===== src/rtl/fft_pkg.sv =====
// Shared types and arithmetic for the iterative radix-2 FFT: FSM states,
// complex add/sub/multiply, bit reversal and the twiddle ROM generator.
package fft_pkg;

    typedef enum logic [1:0] {
        S_IDLE    = 2'd0,
        S_LOAD    = 2'd1,
        S_COMPUTE = 2'd2,
        S_UNLOAD  = 2'd3
    } fft_state_t;

    typedef struct packed {
        longint re;
        longint im;
    } cplx_t;

    localparam int  TW_SLOTS = 32;
    localparam int  TW_BITS  = 64;
    localparam real PI       = 3.14159265358979323846;

    function automatic cplx_t c_add(input cplx_t x, input cplx_t y);
        cplx_t r;
        r.re = x.re + y.re;
        r.im = x.im + y.im;
        return r;
    endfunction

    function automatic cplx_t c_sub(input cplx_t x, input cplx_t y);
        cplx_t r;
        r.re = x.re - y.re;
        r.im = x.im - y.im;
        return r;
    endfunction

    // Full-precision products, then arithmetic shift drops the Q1.frac scaling (floor).
    function automatic cplx_t c_mul(input cplx_t x, input cplx_t w, input int frac);
        cplx_t r;
        r.re = (x.re * w.re - x.im * w.im) >>> frac;
        r.im = (x.re * w.im + x.im * w.re) >>> frac;
        return r;
    endfunction

    function automatic logic [5:0] bitrev(input logic [5:0] v, input int bits);
        logic [5:0] r;
        r = 6'd0;
        for (int i = 0; i < 6; i++) begin
            if (i < bits) begin
                r[bits - 1 - i] = v[i];
            end
        end
        return r;
    endfunction

    // Slot k holds {re[31:0], im[31:0]} of exp(-j*2*pi*k/n) in Q1.(dw/2-1).
    function automatic logic [TW_SLOTS*TW_BITS-1:0] twiddle_table(input int n, input int dw);
        logic [TW_SLOTS*TW_BITS-1:0] tab;
        longint one;
        longint re;
        longint im;
        real    ang;
        tab = '0;
        one = 64'sd1 << (dw / 2 - 1);
        for (int k = 0; k < TW_SLOTS; k++) begin
            if (k < n / 2) begin
                ang = 2.0 * PI * real'(k) / real'(n);
                re  = longint'($cos(ang) * real'(one));
                im  = longint'(-$sin(ang) * real'(one));
                // +1.0 is not representable in Q1.x, clamp to the largest positive code
                if (re >= one) re = one - 64'sd1;
                if (im >= one) im = one - 64'sd1;
                tab[k*TW_BITS +: 32]      = im[31:0];
                tab[k*TW_BITS + 32 +: 32] = re[31:0];
            end
        end
        return tab;
    endfunction

endpackage


===== src/rtl/fft_radix2_iter_butterfly.sv =====
// Combinational radix-2 DIT butterfly: a' = a + W*b, b' = a - W*b, with
// optional divide-by-two scaling and a multiplier bypass for W^0.
module fft_butterfly
    import fft_pkg::*;
#(
    parameter int DW    = 32,
    parameter int SCALE = 0
) (
    input  logic [DW-1:0] a,
    input  logic [DW-1:0] b,
    input  logic [DW-1:0] w,
    input  logic          bypass,
    output logic [DW-1:0] a_out,
    output logic [DW-1:0] b_out
);

    localparam int HW = DW / 2;

    cplx_t a_s;
    cplx_t b_s;
    cplx_t w_s;
    cplx_t t_s;
    cplx_t sum_s;
    cplx_t dif_s;

    // Widen operands, form W*b (or b itself for W^0) and the two sums.
    always_comb begin
        a_s.re = longint'($signed(a[DW-1:HW]));
        a_s.im = longint'($signed(a[HW-1:0]));
        b_s.re = longint'($signed(b[DW-1:HW]));
        b_s.im = longint'($signed(b[HW-1:0]));
        w_s.re = longint'($signed(w[DW-1:HW]));
        w_s.im = longint'($signed(w[HW-1:0]));
        if (bypass) begin
            t_s = b_s;
        end else begin
            t_s = c_mul(b_s, w_s, HW - 1);
        end
        sum_s = c_add(a_s, t_s);
        dif_s = c_sub(a_s, t_s);
    end

    // Bits [HW:1] of the sum are the (HW+1)-bit result shifted right by one.
    always_comb begin
        if (SCALE != 0) begin
            a_out = {HW'(sum_s.re >>> 1), HW'(sum_s.im >>> 1)};
            b_out = {HW'(dif_s.re >>> 1), HW'(dif_s.im >>> 1)};
        end else begin
            a_out = {HW'(sum_s.re), HW'(sum_s.im)};
            b_out = {HW'(dif_s.re), HW'(dif_s.im)};
        end
    end

endmodule


===== src/rtl/fft_radix2_iter.sv =====
// Iterative in-place radix-2 DIT FFT: bit-reversed load, one butterfly per
// cycle over log2(N) stages, natural-order unload with ready/valid backpressure.
module fft_radix2_iter
    import fft_pkg::*;
#(
    parameter int N_POINTS = 4,
    parameter int DW       = 32,
    parameter int SCALE    = 0
) (
    input  logic                        clk,
    input  logic                        reset,
    input  logic                        start,
    input  logic                        in_valid,
    input  logic [DW-1:0]               in_data,
    output logic                        in_ready,
    output logic                        out_valid,
    output logic [DW-1:0]               out_data,
    output logic [$clog2(N_POINTS)-1:0] out_index,
    input  logic                        out_ready,
    output logic                        busy,
    output logic                        done
);

    localparam int LOGN = $clog2(N_POINTS);
    localparam int HW   = DW / 2;
    localparam int NB   = N_POINTS / 2;
    localparam logic [TW_SLOTS*TW_BITS-1:0] TW = twiddle_table(N_POINTS, DW);

    if (N_POINTS < 4 || N_POINTS > 64 || (N_POINTS & (N_POINTS - 1)) != 0) begin : g_bad_points
        $error("fft_radix2_iter: N_POINTS must be a power of two in 4..64");
    end
    if (DW < 4 || DW > 32 || (DW % 2) != 0) begin : g_bad_width
        $error("fft_radix2_iter: DW must be even and in 4..32");
    end

    fft_state_t      state_r;
    fft_state_t      state_s;
    logic [LOGN-1:0] ld_cnt_r;
    logic [2:0]      stage_r;
    logic [LOGN-2:0] bf_r;
    logic [DW-1:0]   mem_r [N_POINTS];

    logic            load_xfer_s;
    logic            unload_xfer_s;
    logic            last_bin_s;
    logic            stage_end_s;
    logic            last_bf_s;
    logic [LOGN-1:0] bf_ext_s;
    logic [LOGN-1:0] mask_s;
    logic [LOGN-1:0] top_s;
    logic [LOGN-1:0] bot_s;
    logic [LOGN-1:0] tw_idx_s;
    logic [DW-1:0]   w_s;
    logic [DW-1:0]   a_new_s;
    logic [DW-1:0]   b_new_s;

    // Handshake and sequencing conditions.
    always_comb begin
        load_xfer_s   = in_ready & in_valid;
        unload_xfer_s = out_valid & out_ready;
        last_bin_s    = (out_index == LOGN'(N_POINTS - 1));
        stage_end_s   = (bf_r == (LOGN-1)'(NB - 1));
        last_bf_s     = stage_end_s && (stage_r == 3'(LOGN - 1));
    end

    // Butterfly j of stage s pairs (top, top + 2^s) with twiddle index (j mod 2^s) * N/2^(s+1).
    always_comb begin
        bf_ext_s = LOGN'(bf_r);
        mask_s   = (LOGN'(1'b1) << stage_r) - LOGN'(1'b1);
        top_s    = ((bf_ext_s >> stage_r) << (stage_r + 3'd1)) | (bf_ext_s & mask_s);
        bot_s    = top_s | (LOGN'(1'b1) << stage_r);
        tw_idx_s = (bf_ext_s & mask_s) << (3'(LOGN - 1) - stage_r);
        w_s      = {TW[int'(tw_idx_s)*TW_BITS + 32 +: HW], TW[int'(tw_idx_s)*TW_BITS +: HW]};
    end

    fft_butterfly #(
        .DW    (DW),
        .SCALE (SCALE)
    ) u_butterfly (
        .a      (mem_r[top_s]),
        .b      (mem_r[bot_s]),
        .w      (w_s),
        .bypass (tw_idx_s == LOGN'(1'b0)),
        .a_out  (a_new_s),
        .b_out  (b_new_s)
    );

    // Next-state logic.
    always_comb begin
        state_s = state_r;
        case (state_r)
            S_IDLE: begin
                if (start) state_s = S_LOAD;
                else       state_s = S_IDLE;
            end
            S_LOAD: begin
                if (load_xfer_s && ld_cnt_r == LOGN'(N_POINTS - 1)) state_s = S_COMPUTE;
                else                                                state_s = S_LOAD;
            end
            S_COMPUTE: begin
                if (last_bf_s) state_s = S_UNLOAD;
                else           state_s = S_COMPUTE;
            end
            S_UNLOAD: begin
                if (unload_xfer_s && last_bin_s) state_s = S_IDLE;
                else                             state_s = S_UNLOAD;
            end
            default: state_s = S_IDLE;
        endcase
    end

    // State, counters and registered outputs.
    always_ff @(posedge clk) begin
        if (!reset) begin
            state_r   <= S_IDLE;
            ld_cnt_r  <= '0;
            stage_r   <= 3'd0;
            bf_r      <= '0;
            in_ready  <= 1'b0;
            out_valid <= 1'b0;
            out_data  <= '0;
            out_index <= '0;
            busy      <= 1'b0;
            done      <= 1'b0;
        end else begin
            state_r   <= state_s;
            in_ready  <= (state_s == S_LOAD);
            out_valid <= (state_s == S_UNLOAD);
            busy      <= (state_s != S_IDLE);
            done      <= unload_xfer_s && last_bin_s;
            if (load_xfer_s) ld_cnt_r <= ld_cnt_r + LOGN'(1'b1);
            if (state_r == S_COMPUTE) begin
                if (stage_end_s) begin
                    bf_r    <= '0;
                    stage_r <= last_bf_s ? 3'd0 : stage_r + 3'd1;
                end else begin
                    bf_r    <= bf_r + (LOGN-1)'(1'b1);
                end
            end
            // The final butterfly never writes bin 0, so it is already settled here.
            if (state_r == S_COMPUTE && state_s == S_UNLOAD) begin
                out_index <= '0;
                out_data  <= mem_r[0];
            end else if (unload_xfer_s && !last_bin_s) begin
                out_index <= out_index + LOGN'(1'b1);
                out_data  <= mem_r[out_index + LOGN'(1'b1)];
            end else if (unload_xfer_s) begin
                out_index <= '0;
            end
        end
    end

    // Sample storage: deliberately not reset, every LOAD rewrites all of it.
    always_ff @(posedge clk) begin
        if (reset && load_xfer_s) begin
            mem_r[LOGN'(bitrev(6'(ld_cnt_r), LOGN))] <= in_data;
        end else if (reset && state_r == S_COMPUTE) begin
            mem_r[top_s] <= a_new_s;
            mem_r[bot_s] <= b_new_s;
        end
    end

endmodule


===== config.mk =====
export PLATFORM = sky130hd
export DESIGN_NAME = fft_radix2_iter
export DESIGN_NICKNAME = d
export VERILOG_FILES = /design/src/rtl/fft_pkg.sv /design/src/rtl/fft_radix2_iter_butterfly.sv /design/src/rtl/fft_radix2_iter.sv
export SDC_FILE = /design/constraint.sdc
export NUM_CORES = 1
export LEC_CHECK = 0
export CAP_MARGIN = 25
export CORE_ASPECT_RATIO = 0.7
export CORE_UTILIZATION = 68
export CTS_CLUSTER_SIZE = 25
export DETAILED_ROUTE_END_ITERATION = 8
export DONT_BUFFER_PORTS = 1
export HOLD_SLACK_MARGIN = 0.15
export PLACE_DENSITY = 0.84
export SYNTH_ARGS = -nofsm -noshare
export SYNTH_HDL_FRONTEND = slang
export SYNTH_HIERARCHICAL = 1
export SYNTH_SLANG_ARGS = --single-unit

===== constraint.sdc =====
create_clock -name clk -period 12.43 [get_ports clk]
set_input_delay 1.8645 -clock clk [delete_from_list [all_inputs] [get_ports clk]]
set_output_delay 1.8645 -clock clk [all_outputs]
set_load 0.02 [all_outputs]

==> impl_metrics.toml <==
[outcome]
outcome = "completed"

[sta]
final-max-slew-violation-count = 0
fin_ws_ps = 553
fin_hold_ws_ps = 522
final.setup.tns_ps = 0
hold_violations = 0
fmax_mhz = 84.2
rsz0062_at_grt = "no"
min_period_ps = 11880
min_period_over_period = 0.956
setup_violations = 0
relSlewSlack = 0.266
tightest_slew_ps = 1100
skew_ps = 16.1

[critical_path]
ff2ff_setup_slack_ps = 550
crit_top_cell = "fa_1"
critPathMaxFanout = 28
crit_arrival_ps = 12130
worst_setup_path_end_kind = "flip-flop"
cp.required_ps = 12680
worstSetupPathType = "reg2reg"
rr_endpoint = "mem_r[0][31]"
r2r-start = "stage_r[2]"
r2r_cells = 44
startpoint = "stage_r[2]"
start_kind = "flip-flop"
max_stage_delay_ps = 720
crit_slowest_cell = "nor2_4"

[yosys]
synth_xor_area_frac = 0.0253
syn_inst = 5453
yosysUniqueCellTypes = 70
yosys_warnings = 6
async_reset_ff_frac = 0
ys_seq_area_frac = 0.0917
ys_ff_latch = 174
ys.flop_type = "edfxtp_1"
yosysTopAreaCell = "fa_1"
synth_compound_area_frac = 0.0498
yosysTopAreaCellShare = 0.433
yosys.area_share.simple = 0.137
synth_area_leaders = "fa_1 43%, inv_1 9.2%, ha_1 8.8%, edfxtp_1 7.4%, and2_1 6.9%"
synth-adder-area-share = 0.520
synth_area_sq_um = 52000
synthMuxAreaShare = 0.0598
postSynthAreaPerCell_sq_um = 9.53
synth_edf_count = 128
synth_top_family_by_area = "adder cells"

[floorplan]
fp-row-count = 84
initial_core_util = 0.689
dieArea_sq_um = 77500
io_pins = 75
dieWidth_microns = 332
die_h_microns = 233
core-area_sq_um = 75400

[hold_path]
min_from = "ld_cnt_r[1]"
hp-class = "reg2reg"
hold_depth = 2
whs_endpoint = "ld_cnt_r[1]"

[global_routing]
grt_remaining_overflow = 0
grt_pass1_vias = 39559
grt_max_degree = 102
grt_usage = 0.365
antenna_found_initial = 3
grt_pass1_wl_mm = 218

[clock_tree]
htree_levels = 4
clk_latency_ps = 500
cts_sinks = 174
clock_path_buffers = 3
root_buffer = "clkbuf_16"
cts_tree = "yes"
cts_buffers = 25
clkTransAtPathRegs_ps = 60
postCtsHoldBufs = 0

[routing]
wl_per_cell_microns = 21.2
wirelength_mm = 135
final_antenna_net_count = 0
dr.pass1.iters = 8
first_iter_violations = 4035
vias = 37335
drc = 0
routed_via_density = 5.85

[finish]
area_growth_pct = 4.32
nFillCells = 5222
multi_input_area_sq_um = 41700
nets = 6905
drive_gt1_frac = 0.0765
seqCellArea_sq_um = 4770

[placed_design]
place_hpwl_mm = 110
place_ws_ps = 610
io_buffers = 0
gp_congestion = 0.977

[pwr]
finalPower_mw = 13.4
ir_drop_v = 0.000679
power.leakage_nw = 26.2
p_per_area_nw_per_um2 = 247

[job]
maxCapViolations = 0
-- layout by cell type, fill, tap and decap left out, types with 5 or more instances in the layout --
| cell | count |
|---|---|
| clkbuf_16 | 25 |
| nor3_1 | 20 |
| fa_1 | 1123 |
| mux2i_1 | 40 |
| o21bai_1 | 16 |
| a22oi_2 | 32 |
| o31ai_1 | 7 |
| mux2_2 | 170 |
| nand2_1 | 626 |
| dfxtp_1 | 43 |
| buf_12 | 10 |
| o211ai_1 | 5 |
| nor3b_1 | 6 |
| edfxtp_1 | 128 |
| a21oi_1 | 97 |
| a211oi_1 | 37 |
| ha_1 | 364 |
| mux4_2 | 32 |
| buf_4 | 103 |
| and2_1 | 570 |
| nor2_1 | 91 |
| xor2_1 | 37 |
| o21ai_0 | 57 |
| a31oi_1 | 73 |
| and3_1 | 10 |
| o31a_1 | 5 |
| a21o_1 | 29 |
| nand2b_1 | 37 |
| conb_1 | 82 |
| xnor2_1 | 113 |
| inv_1 | 1279 |
| nor2b_1 | 12 |
| nand3_1 | 18 |
-- registers in the layout (all words and copies together) (netlist names) --
name and count:
bf_r 1, busy 1, done 1, in_ready 1, ld_cnt_r 2, mem_r 128
out_data 32, out_index 2, out_valid 1, stage_r 3, state_r 2
-- layout make-up --
class / count / area share
Inverter: 1280 / 0.0886
Multi-Input combinational cell: 3786 / 0.770
Antenna cell: 3 / 0.000139
Clock inverter: 5 / 0.000416
Clock buffer: 28 / 0.0118
Timing Repair Buffer: 114 / 0.0182
Sequential cell: 174 / 0.0880
Tap cell: 989 / 0.0228
-- report_power, final --
group / switching [mW] / internal (mW)
Sequential: 0.00520 / 0.628
Combinational: 7.13 / 5.03
Clock: 0.243 / 0.360
-- cells by family after synthesis --
logic type / after synthesis
compound gates: 398
xor+xnor: 150
fa+ha+maj: 1487
buf+inv: 1574
flops: 174
mux: 247
other cells: 1
simple gates: 1422
-- synthesized netlist by cell type (7+ instances only) --
cell type and n:
inv_1 1279, fa_1 1123, nand2_1 627, and2_1 570, ha_1 364, clkbuf_1 238, mux2_2 170, edfxtp_1 128
xnor2_1 113, a21oi_1 97, nor2_1 94, a31oi_1 73, o21ai_0 60, dfxtp_1 46, mux2i_1 40, a211oi_1 37
nand2b_1 37, xor2_1 37, a22oi_1 33, mux4_2 32, a21o_1 29, buf_2 26, nor3_1 20, nand3_1 19
o21bai_1 17, buf_1 13, nor2b_1 13, and3_1 10, buf_4 10, o31ai_1 8, buf_6 7
-- what timing repair did --
| action | in CTS | in global routing |
|---|---|---|
| gates resized for setup | 0 | 5 |
| buffers inserted | 0 | 1 |
| endpoints found under the setup margin | 0 | 16 |
| endpoints found under the hold margin | 0 | 0 |
-- stage by stage --
stage               std cells  cell area [sq um]  utilization
finish                   6379              54200        0.719
global route             6378              54200        0.719
CTS                      6375              54200        0.719
detailed placement       6342              53500        0.710
global placement         6341              53500        0.710
floorplan                5534              52300            -
-- metal layers --
metal | global-route usage | wire (microns) | vias up
met5 | 0 | 12 | -
met4 | 0.0906 | 3930 | 2
met3 | 0.0898 | 16400 | 293
met2 | 0.555 | 59100 | 2134
met1 | 0.530 | 55800 | 18810
li1 | - | - | 16096
-- worst max path at each step --
stage / end / depth (start not counted)
after CTS: mem_r[0][31] / 45
after floorplan: mem_r[2][30] / 43
after global placement: mem_r[1][30] / 44
final: mem_r[0][31] / 44
after global routing: mem_r[0][31] / 46
after detailed placement: mem_r[2][30] / 42
-- worst max-delay path: cells and delay by family (launching register included) --
kind / cells / cell delay [ps]
xor gates and xnor gates: 2 / 290
buffers and inverters: 9 / 1220
AOI/OAI and AO/OA: 15 / 3430
and+or+nand+nor: 6 / 1370
adders and majority gates: 10 / 4170
DFF: 1 / 520
muxes: 2 / 570
No activity file was read; power rests on OpenSTA's default activity.
